[config.mk]
export PLATFORM = sky130hd
export DESIGN_NAME = filter_pass_scheduler
export DESIGN_NICKNAME = d
export VERILOG_FILES = /design/src/rtl/filter_pass_scheduler.sv
export SDC_FILE = /design/constraint.sdc
export NUM_CORES = 1
export LEC_CHECK = 0
export ABC_AREA = 1
export CAP_MARGIN = 0
export CORE_UTILIZATION = 35
export DETAILED_ROUTE_END_ITERATION = 12
export PLACE_DENSITY = 0.56
export SYNTH_ARGS = -nofsm -noshare
export SYNTH_HDL_FRONTEND = slang
export SYNTH_SLANG_ARGS = --single-unit
[constraint.sdc]
create_clock -name clk -period 2.6 [get_ports clk]
set_clock_uncertainty 0.15 [all_clocks]
set_input_delay 0.78 -clock clk [delete_from_list [all_inputs] [get_ports clk]]
set_output_delay 0.78 -clock clk [all_outputs]
set_load 0.05 [all_outputs]
[src/rtl/filter_pass_scheduler.sv]
//==============================================================================
// Module      : filter_pass_scheduler
// Description : Sequences multi-pass filter runs. Launches the index generator
//               once per pass, meters issue against downstream credits, drains
//               outstanding credits, then waits for the PE array before the
//               next pass. All state updates happen on the falling clock edge.
// Revision    : 1.0 - initial release
//==============================================================================
`timescale 1ns/1ps
`default_nettype none

module filter_pass_scheduler #(
    parameter int PASS_WIDTH   = 8,
    parameter int CREDIT_WIDTH = 4
) (
    input  logic                    clk,
    input  logic                    reset,
    input  logic                    start,
    input  logic [PASS_WIDTH-1:0]   num_passes,
    input  logic [CREDIT_WIDTH-1:0] credit_max,
    output logic                    gen_start,
    output logic                    gen_await,
    input  logic                    gen_busy,
    input  logic                    gen_done,
    input  logic                    credit_return,
    input  logic                    pe_pass_done,
    output logic                    busy,
    output logic                    done,
    output logic [PASS_WIDTH-1:0]   pass_index,
    output logic [CREDIT_WIDTH-1:0] credits,
    output logic                    error
);

    typedef enum logic [2:0] {
        ST_IDLE    = 3'd0,
        ST_LAUNCH  = 3'd1,
        ST_STREAM  = 3'd2,
        ST_DRAIN   = 3'd3,
        ST_WAIT_PE = 3'd4,
        ST_DONE    = 3'd5
    } state_t;

    state_t                  r_state;
    state_t                  w_state_next;
    logic [PASS_WIDTH-1:0]   r_num_passes;
    logic [CREDIT_WIDTH-1:0] r_credit_max;
    logic                    r_pe_pending;

    logic w_start_ok;
    logic w_tracking;
    logic w_pe_window;
    logic w_pe_seen;
    logic w_last_pass;
    logic w_advance;

    // Credits are only metered while an operation is in flight, so late
    // returns after the generator finishes are still accounted for.
    assign w_start_ok  = (r_state == ST_IDLE) && start;
    assign w_tracking  = (r_state == ST_LAUNCH) || (r_state == ST_STREAM) ||
                         (r_state == ST_DRAIN)  || (r_state == ST_WAIT_PE);
    assign w_pe_window = (r_state == ST_STREAM) || (r_state == ST_DRAIN) ||
                         (r_state == ST_WAIT_PE);
    assign w_pe_seen   = pe_pass_done || r_pe_pending;
    assign w_last_pass = (pass_index == (r_num_passes - PASS_WIDTH'(1)));
    assign w_advance   = (r_state == ST_WAIT_PE) && w_pe_seen;

    // State register; reset abandons any operation without a done pulse.
    always_ff @(negedge clk or negedge reset) begin
        if (!reset) begin
            r_state <= ST_IDLE;
        end else begin
            r_state <= w_state_next;
        end
    end

    // Next-state decode and state-derived handshake outputs.
    always_comb begin
        w_state_next = r_state;
        gen_start    = 1'b0;
        gen_await    = 1'b1;
        busy         = 1'b0;
        done         = 1'b0;
        case (r_state)
            ST_IDLE: begin
                if (start) begin
                    w_state_next = (num_passes == '0) ? ST_DONE : ST_LAUNCH;
                end
            end
            ST_LAUNCH: begin
                gen_start    = 1'b1;
                busy         = 1'b1;
                w_state_next = ST_STREAM;
            end
            ST_STREAM: begin
                busy      = 1'b1;
                gen_await = (credits == '0);
                if (gen_done) begin
                    w_state_next = ST_DRAIN;
                end
            end
            ST_DRAIN: begin
                busy = 1'b1;
                if (credits == r_credit_max) begin
                    w_state_next = ST_WAIT_PE;
                end
            end
            ST_WAIT_PE: begin
                busy = 1'b1;
                if (w_pe_seen) begin
                    w_state_next = w_last_pass ? ST_DONE : ST_LAUNCH;
                end
            end
            ST_DONE: begin
                done         = 1'b1;
                w_state_next = ST_IDLE;
            end
            default: begin
                w_state_next = ST_IDLE;
            end
        endcase
    end

    // Operation context, pass counter and credit accounting with sticky error.
    always_ff @(negedge clk or negedge reset) begin
        if (!reset) begin
            r_num_passes <= '0;
            r_credit_max <= '0;
            pass_index   <= '0;
            credits      <= '0;
            error        <= 1'b0;
        end else if (w_start_ok) begin
            r_num_passes <= num_passes;
            r_credit_max <= credit_max;
            pass_index   <= '0;
            credits      <= credit_max;
            error        <= 1'b0;
        end else begin
            if (w_tracking) begin
                if (gen_busy && !credit_return) begin
                    // Issue with no credit left is an overflow; count stays at 0.
                    if (credits == '0) begin
                        error <= 1'b1;
                    end else begin
                        credits <= credits - CREDIT_WIDTH'(1);
                    end
                end else if (credit_return && !gen_busy) begin
                    // Return with the pool already full is spurious; count stays at max.
                    if (credits == r_credit_max) begin
                        error <= 1'b1;
                    end else begin
                        credits <= credits + CREDIT_WIDTH'(1);
                    end
                end
            end
            if (w_advance && !w_last_pass) begin
                pass_index <= pass_index + PASS_WIDTH'(1);
            end
        end
    end

    // Remember an early PE completion so WAIT_PE can proceed without stalling.
    always_ff @(negedge clk or negedge reset) begin
        if (!reset) begin
            r_pe_pending <= 1'b0;
        end else if (w_start_ok || w_advance) begin
            r_pe_pending <= 1'b0;
        end else if (w_pe_window && pe_pass_done) begin
            r_pe_pending <= 1'b1;
        end
    end

endmodule

`default_nettype wire

==> impl_metrics.tcl <==
set metrics [dict create \
    outcome "finished, violations left" \
    violations "negative setup slack" \
    wl_um 5780 \
    hold_viol_final 0 \
    root_buffer "clkbuf_8" \
    worst_slack_ps -955 \
    syn_to_final_growth_pct 81.9 \
    ys_ff_latch 29 \
    register_area_sq_um 726 \
    clock_sinks 29 \
    grt_max_degree 30 \
    antenna_found_initial 0 \
    gp_congestion 0.861 \
    grt-busiest-layer "met2" \
    r2r_setup_slack_ps 550 \
    nets 424 \
    dp_hpwl_um 4100 \
    netlist_instances 294 \
    fp.dieW_um 77.8 \
    chipHeight_um 77.8 \
    rows 27 \
    cp.arrival_ps 2630 \
    ioPinCount 36 \
    placedInstanceArea_sq_um 3130 \
    cp-start-kind "flop" \
    worst-endpoint-required_ps 1670 \
    p_switching_mw 1.94 \
    yosys_warnings 0 \
    multi_input_area_sq_um 1420 \
    worstSetupPathType "reg2out" \
    avgRoutedWirePerCell_um 12.2 \
    instances_no_fill 473 \
    fillers 465 \
    drtIter0Drc 70 \
    fp.coreArea_sq_um 5510 \
    die_area_sq_um 6050 \
    ctsLongestPathBuffers 2 \
    syn_area_per_cell_sq_um 6.84 \
    port_buffers 35 \
    grt_pass1_vias 2192 \
    cts_tree "yes" \
    final_core_util_pct 66.4 \
    internal_power_mw 2.27 \
    route.detailed.drc 0 \
    p_comb_share_pct 72.2 \
    syn-num-nets 318 \
    seq_power_share_pct 19.1 \
    placed_cells 440 \
    clockPowerShare_pct 8.7 \
    grt_util_met1_pct 23.9 \
    ir_drop_mv 0.963 \
    synth_cell_types 25 \
    p_total_mw 4.21 \
    firstDrtPassIters 4 \
    hp-class "reg2reg" \
    finalSetupViolCount 46 \
    vias_per_cell 4.78 \
    tightest_slew_ps 307 \
    drive_gt1_share_pct 45.6 \
    swShare_pct 46.1 \
    worstPathMaxFanout 2 \
    clkLatencyLatePin_ps 290 \
    rsz0062_at_grt "true" \
    grt_use_met3_pct 4.47 \
    final_antenna_net_count 0 \
    r2r-start "pass_index[5]" \
    clkSlewWorstSetupHoldPaths_ps 50 \
    max_cap_viol_count 0 \
    htree_levels 2 \
    stdcell_area_sq_um 3660 \
    r2r-end "pass_index[1]" \
    synth_area_sq_um 2010 \
    hold_buffers 0 \
    final-max-slew-violation-count 0 \
    grt_usage_pct 20.6 \
    min_path_cells 2 \
    power_density_nw_per_um2 1150 \
    hp-start "r_credit_max[2]" \
    grtUsageMet2_pct 37.7 \
    min_to "r_credit_max[2]" \
    grt_pass1_wl_um 9830 \
    critPathCaptureType "output port" \
    start_util_pct 36.5 \
    rr_worst_depth 15 \
    power.leakage_nw 1.80 \
    via_count 2263 \
    numCtsBuffers 5 \
    antenna_cells 0 \
    relSlewSlack_pct 79.4 \
    grt_overflow 0 \
    post-place-ws_ps -1380 \
    ys_seq_area_share_pct 36.1 \
]
[area by class of cell]
type / count / area share, %
Sequential cell: 29 / 19.8
Timing Repair Buffer: 103 / 31.4
Clock buffer: 6 / 1.98
Inverter: 42 / 5.34
Multi-Input combinational cell: 219 / 38.7
Tap cell: 72 / 2.46
Clock inverter: 2 / 0.274
[worst max-delay path: stages, from the launching register on]
cell and delay (ps):
dfrtn_1 370, nor4_4 370, inv_2 80, nand2_4 80, buf_12 130
[layer usage]
layer | up-vias | share of wire [%]
met5 | - | 0
met4 | 0 | 0.76
met3 | 5 | 3.2
met2 | 39 | 53
met1 | 1069 | 43
li1 | 1150 | -
[metrics by stage]
stage,TNS (ps),hold slack (ps)
final,-15950,303
after global routing,-17470,320
after CTS,-17000,307
after detailed placement,-37080,297
after global placement,-36220,291
after floorplan,-14600,273
[power by group through the flow]
stage	registers, mW	logic (mW)	clock network [mW]
after detailed placement	0.791	2.50	0
after global placement	0.786	2.48	0
after floorplan	0.959	1.37	0
final	0.804	3.04	0.368
after CTS	0.802	2.87	0.376
after global routing	0.826	3.29	0.400
[sequential cells by signal, summed over array words and instances, names as in the netlist]
name / cells
pass_index: 8
r_credit_max: 4
r_state: 3
error: 1
r_num_passes: 8
credits: 4
r_pe_pending: 1
[worst max-delay path by stage]
stage | from | end | slack [ps] | cells after the start
floorplan | credits[1] | gen_await | -800 | 3
CTS | credits[3] | gen_await | -960 | 4
detailed placement | credit_return | credits[3] | -1380 | 11
global placement | credit_return | credits[3] | -1350 | 11
finish | credits[1] | gen_await | -960 | 4
global route | credits[1] | gen_await | -1010 | 4
[Yosys cell counts]
master | instances | area share (%)
nor2_4 | 2 | 1.1
nor3_1 | 2 | 0.50
nand2_1 | 104 | 19
o21ai_1 | 4 | 1.0
o21ai_0 | 12 | 3.0
o21bai_1 | 1 | 0.37
buf_2 | 4 | 1.0
nor4_1 | 5 | 1.6
a31oi_1 | 1 | 0.31
xor2_1 | 8 | 3.5
nor2_1 | 18 | 3.4
inv_1 | 29 | 5.4
nand3_1 | 25 | 6.2
inv_2 | 13 | 2.4
nor2_2 | 9 | 2.8
dfrtn_1 | 29 | 36
nand2_2 | 3 | 0.93
a21oi_1 | 3 | 0.75
nand3_4 | 1 | 0.87
ha_1 | 4 | 2.5
nand2_4 | 1 | 0.56
fa_1 | 1 | 1.0
nand3_2 | 1 | 0.50
nand4_1 | 10 | 3.1
xnor2_1 | 4 | 1.7
[cells in the final DEF, fill, tap and decap left out, drive strengths merged]
| cell | count |
|---|---|
| nand2 | 108 |
| buf | 91 |
| inv | 41 |
| dfrtn | 29 |
| nor2 | 29 |
| nand3 | 27 |
| o21ai | 16 |
| clkbuf | 13 |
| nand4 | 10 |
| xor2 | 8 |
| clkdlybuf4s50 | 5 |
| nor4 | 5 |
| xnor2 | 4 |
| ha | 4 |
| a21oi | 3 |
| clkinv | 3 |
| nor3 | 2 |
| a31oi | 1 |
| o21bai | 1 |
| fa | 1 |
[cells by family after synthesis]
group	Yosys count	synth area share (%)
AO/OA/AOI/OAI	21	5.41
AND/OR/NAND/NOR	181	40.9
buffers and inverters	46	8.84
adder cells (fa/ha/maj)	5	3.48
flip-flops	29	36.1
XOR/XNOR	12	5.23
[repair_timing]
item / CTS / global route
pin swaps: 26 / 32
cloned: 4 / 0
resized for setup: 78 / 40
setup buffers: 11 / 13
setup endpoints to repair: 46 / 46
No activity file was read; power rests on OpenSTA's default activity.
==> variant 1, RTL diff (same flow settings) <==
Change the parameter `CREDIT_WIDTH` from 4 to 6.
--- a/src/rtl/filter_pass_scheduler.sv
+++ b/src/rtl/filter_pass_scheduler.sv
@@ -11,7 +11,7 @@
 
 module filter_pass_scheduler #(
     parameter int PASS_WIDTH   = 8,
-    parameter int CREDIT_WIDTH = 4
+    parameter int CREDIT_WIDTH = 6
 ) (
     input  logic                    clk,
     input  logic                    reset,
Ports: changed (resized credit_max and credits); port bits go from 36 to 40. No check against the original RTL was run, so the function may have changed too.
==> variant 1 against the unedited design <==
The run still ends with negative setup slack left. Largest cell class unchanged. Synthesized area increased by 15%. Power increased by 25%. Sequential cell count increased by 4. Final area increased by 21%. Worst setup slack got worse by 34 ps. Global-route usage increased by 0.84 points. Sequential power increased by 22%. Routed wire length increased by 25%.
==> variant 1: results (changes against the unedited design) <==
| Metric | Value |
|---|---|
| Largest cells by area after synthesis | `dfrtn_1, nand2_1, inv_1 (was dfrtn_1, nand2_1, nand3_1)` |
| Yosys cell types | `33 (was 25)` |
| Initial antenna violation count | `0 (unchanged)` |
| Status | `finished, violations left (unchanged)` |
| Post-Syn Nets | `347 (was 318)` |
| FILL cells | `491 (was 465)` |
| Top cells by count, synth | `nand2_1, inv_1, dfrtn_1 (was nand2_1, dfrtn_1, inv_1)` |
| Worst VDD drop | `1.28 mV (was 0.963 mV)` |
| Worst-path fanout max | `4 (was 2)` |
| Failing checks | `negative setup slack (unchanged)` |
| DR WL/cell | `13.6 um (was 12.2 um)` |
| GPL Wtd Cong | `0.846 (was 0.861)` |
| Vias/cell | `4.86 (was 4.78)` |
| GRT Total Usage | `21.4% (was 20.6%)` |
| Wire length of the first global-routing pass | `11900 um (was 9830 um)` |
| PortBufs | `39 (was 35)` |
| Share of cells above drive strength 1 | `48.9% (was 45.6%)` |
| Sequential share of the synthesized area | `35.8% (was 36.1%)` |
| LEAKAGE | `2.17 nW (was 1.80 nW)` |
| Worst-Margin Slew | `260 ps (was 307 ps)` |
| Delay-heaviest family, CP | `flip-flops (was simple AND/OR/NAND/NOR gates)` |
| Sw Share | `45.7% (was 46.1%)` |
| Placed cells | `483 (was 440)` |
| Max stage delay on crit path | `390 ps (was 370 ps)` |
| Largest net degree at the start of global routing | `34 (was 30)` |
| Final Setup Violations | `51 (was 46)` |
| Final worst slack | `-990 ps (was -955 ps)` |
| Vias in the first global route | `2536 (was 2192)` |
| Post-synthesis cell count | `319 (was 294)` |
## variant 1: cell count changes in the layout (fill, tap and decap cells not counted), sizes merged, moves of 3 or more
cell,before,now
dfrtn,29,33
clkbuf,13,6
nand4,10,13
xor2,8,12
buf,91,122
nand2,108,98
xnor2,4,8
o21ai,16,26
nor4,5,1
dlygate4sd2,0,9
## variant 1: power by group through the flow
stage	logic [mW]	clock network (mW)	registers, mW
CTS	3.60	0.396	0.948
finish	3.91	0.388	0.983
global route	4.20	0.419	1.01
global placement	2.90	0	0.921
detailed placement	2.94	0	0.925
floorplan	1.55	0	1.17
## variant 1: repair_timing
item	in CTS	in global routing
cloned	5	0
buffers inserted	27	13
gates resized for setup	105	36
endpoints found under the hold margin	0	0
pin swaps	42	19
setup endpoints to repair	52	52
hold buffers	0	0
## variant 1: through the flow
step                      hold WS (ps)  TNS (ps)  area [um^2]  setup WS [ps]
final                              313    -20280         4430           -990
after global routing               324    -22220         4430          -1060
after floorplan                    267    -18940         2540           -946
after global placement             283    -42400         3590          -1480
after detailed placement           294    -42900         3590          -1490
after CTS                          303    -19510         4210           -978
## variant 1: tightest hold or removal path, stage by stage, from the launching register on
cell     delay (ps)
dfrtn_1         440
nand2_2          60
nand2_1          50
## variant 1: cell families after synthesis
kind of cell	share of synthesized area, %
and+or+nand+nor	35.1
buffers and inverters	8.79
AOI/OAI and AO/OA	8.57
DFF	35.8
xor gates and xnor gates	7.59
adders and majority gates	4.12
## variant 1: area by class of cell
class	count	share of cell area, %
clock inverter	2	0.226
multi-input combinational	236	38.3
sequential	33	18.7
inverter	42	4.44
tap	77	2.18
clock buffer	6	1.64
timing repair buffer	137	34.5
## variant 1: final timing paths
| path | from | end | slack (ps) | depth (start not counted) |
|---|---|---|---|---|
| max in group asynchronous | reset | r_credit_max[1] | 190 | 2 |
| min reg2reg | r_credit_max[0] | r_credit_max[0] | 310 | 2 |
| min in group asynchronous | reset | r_num_passes[2] | 1900 | 2 |
| min | r_credit_max[0] | r_credit_max[0] | 310 | 2 |
| max | r_state[1] | busy | -990 | 5 |
| max reg2reg | r_num_passes[0] | pass_index[7] | 480 | 11 |
## variant 1: layer usage
metal	global-route usage, %	part of all wire [%]	vias to the layer above
li1	-	-	1303
met1	26.5	42	1226
met2	37.7	53	55
met3	3.48	3.3	9
met4	7.52	1.7	0
met5	0	0	-
==> variant 2, RTL diff (same settings) <==
Without the edit above. Encoding of `state_t`: now one-hot (6 bits for 6 states).
--- a/src/rtl/filter_pass_scheduler.sv
+++ b/src/rtl/filter_pass_scheduler.sv
@@ -31,13 +31,13 @@
     output logic                    error
 );
 
-    typedef enum logic [2:0] {
-        ST_IDLE    = 3'd0,
-        ST_LAUNCH  = 3'd1,
-        ST_STREAM  = 3'd2,
-        ST_DRAIN   = 3'd3,
-        ST_WAIT_PE = 3'd4,
-        ST_DONE    = 3'd5
+    typedef enum logic [5:0] {
+        ST_IDLE    = 6'b000001,
+        ST_LAUNCH  = 6'b000010,
+        ST_STREAM  = 6'b000100,
+        ST_DRAIN   = 6'b001000,
+        ST_WAIT_PE = 6'b010000,
+        ST_DONE    = 6'b100000
     } state_t;
 
     state_t                  r_state;
Function: same outputs for any inputs over 4 cycles, from zero or initial values and one cycle with reset low; so few cycles prove little.
==> variant 2 against the unedited design <==
The run still ends with negative setup slack left. Combinational power down 26%. Final area up 6.3%. Sequential cell count is 3 higher. Sequential share of layout area rose by 0.79 points. Synthesized area increased by 4.9%. Power decreased by 17%. Worst setup slack got worse by 200 ps. Routed wire length grew 8.3%. Largest power group unchanged.
==> variant 2: results (changes against the unedited design) <==
| Metric | Value |
|---|---|
| GR Layer Usage met1 | `26.8% (was 23.9%)` |
| Non-clock buffer count | `123 (was 103)` |
| Registers with the most flip-flops | `pass_index (8), r_num_passes (8), r_state (6) (was pass_index (8), r_num_passes (8))` |
| Dpl hpwl | `4270 um (was 4100 um)` |
| Placed cells | `446 (was 440)` |
| WL met3 | `210 um (was 184 um)` |
| Multi-input combinational area share | `37.0% (was 38.7%)` |
| Delay-heaviest family, CP | `flip-flops (was simple AND/OR/NAND/NOR gates)` |
| Met3 Use GR | `4.34% (was 4.47%)` |
| Multi-input logic cell count | `211 (was 219)` |
| LEAKAGE | `1.95 nW (was 1.80 nW)` |
| Share of cells above drive strength 1 | `52.4% (was 45.6%)` |
| Total Nets Final | `441 (was 424)` |
| Global Route met2 Usage | `34.1% (was 37.7%)` |
| Met1 WL | `2790 um (was 2490 um)` |
| Final Setup Violations | `35 (was 46)` |
| Inverters | `43 (was 42)` |
| Seq Cell Count | `32 (was 29)` |
| Vias in the first global route | `2273 (was 2192)` |
| Failing checks | `negative setup slack (unchanged)` |
| FF/Latch Area | `802 um^2 (was 726 um^2)` |
| Clock latency on the worst-skew pair | `340 ps (was 290 ps)` |
| Status | `finished, violations left (unchanged)` |
| Setup_tns | `-14050 ps (was -15950 ps)` |
| Final worst slack | `-1150 ps (was -955 ps)` |
| Largest net degree at the start of global routing | `23 (was 30)` |
| Worst VDD drop | `0.680 mV (was 0.963 mV)` |
| Slowest cell on the critical path | `dfstp_2 (was dfrtn_1)` |
| Slew headroom | `77.1% (was 79.4%)` |
-- variant 2: per-stage QoR --
step	utilization (%)	cell area (um^2)	total power [mW]	setup WS, ps
after CTS	66.8	3770	3.36	-1140
after global routing	68.9	3890	3.73	-1220
after detailed placement	58.2	3280	2.65	-1420
final	68.9	3890	3.49	-1150
after floorplan	-	2280	1.97	-1050
after global placement	58.2	3280	2.64	-1370
-- variant 2: power groups by stage --
| stage | registers [mW] | clock network [mW] | logic [mW] |
|---|---|---|---|
| 2_1_floorplan | 0.929 | 0.00481 | 1.04 |
| 3_3_place_gp | 0.812 | 0.00481 | 1.82 |
| 3_5_place_dp | 0.814 | 0.00481 | 1.83 |
| 4_1_cts | 0.815 | 0.421 | 2.12 |
| 5_1_grt | 0.838 | 0.454 | 2.44 |
| 6_report | 0.819 | 0.413 | 2.25 |
-- variant 2: path summary, 6_finish.rpt --
check | start | end | slack [ps] | cells after the start
setup / recovery | r_state[0] | busy | -1150 | 6
hold / removal | r_num_passes[7] | r_num_passes[7] | 300 | 2
setup reg to reg | credits[1] | credits[1] | 470 | 11
hold reg to reg | r_num_passes[7] | r_num_passes[7] | 300 | 2
max in group asynchronous | reset | credits[0] | 90 | 2
min in group asynchronous | reset | pass_index[5] | 1880 | 2
-- variant 2: timing repair --
item,4_1_cts,5_1_grt
gates cloned,1,0
setup endpoints to repair,49,41
buffers inserted,32,11
pin swaps,52,26
resized for setup,104,34
-- variant 2: cell families (layout without fill, tap and decap cells) --
group | Yosys count | in the layout | share of synthesized area (%)
AND/OR/NAND/NOR | 169 | 169 | 38.2
buffers and inverters | 49 | 175 | 8.96
flip-flops | 32 | 32 | 38.0
AO/OA/AOI/OAI | 23 | 23 | 5.64
XOR/XNOR | 14 | 14 | 5.82
adder cells (fa/ha/maj) | 5 | 5 | 3.32
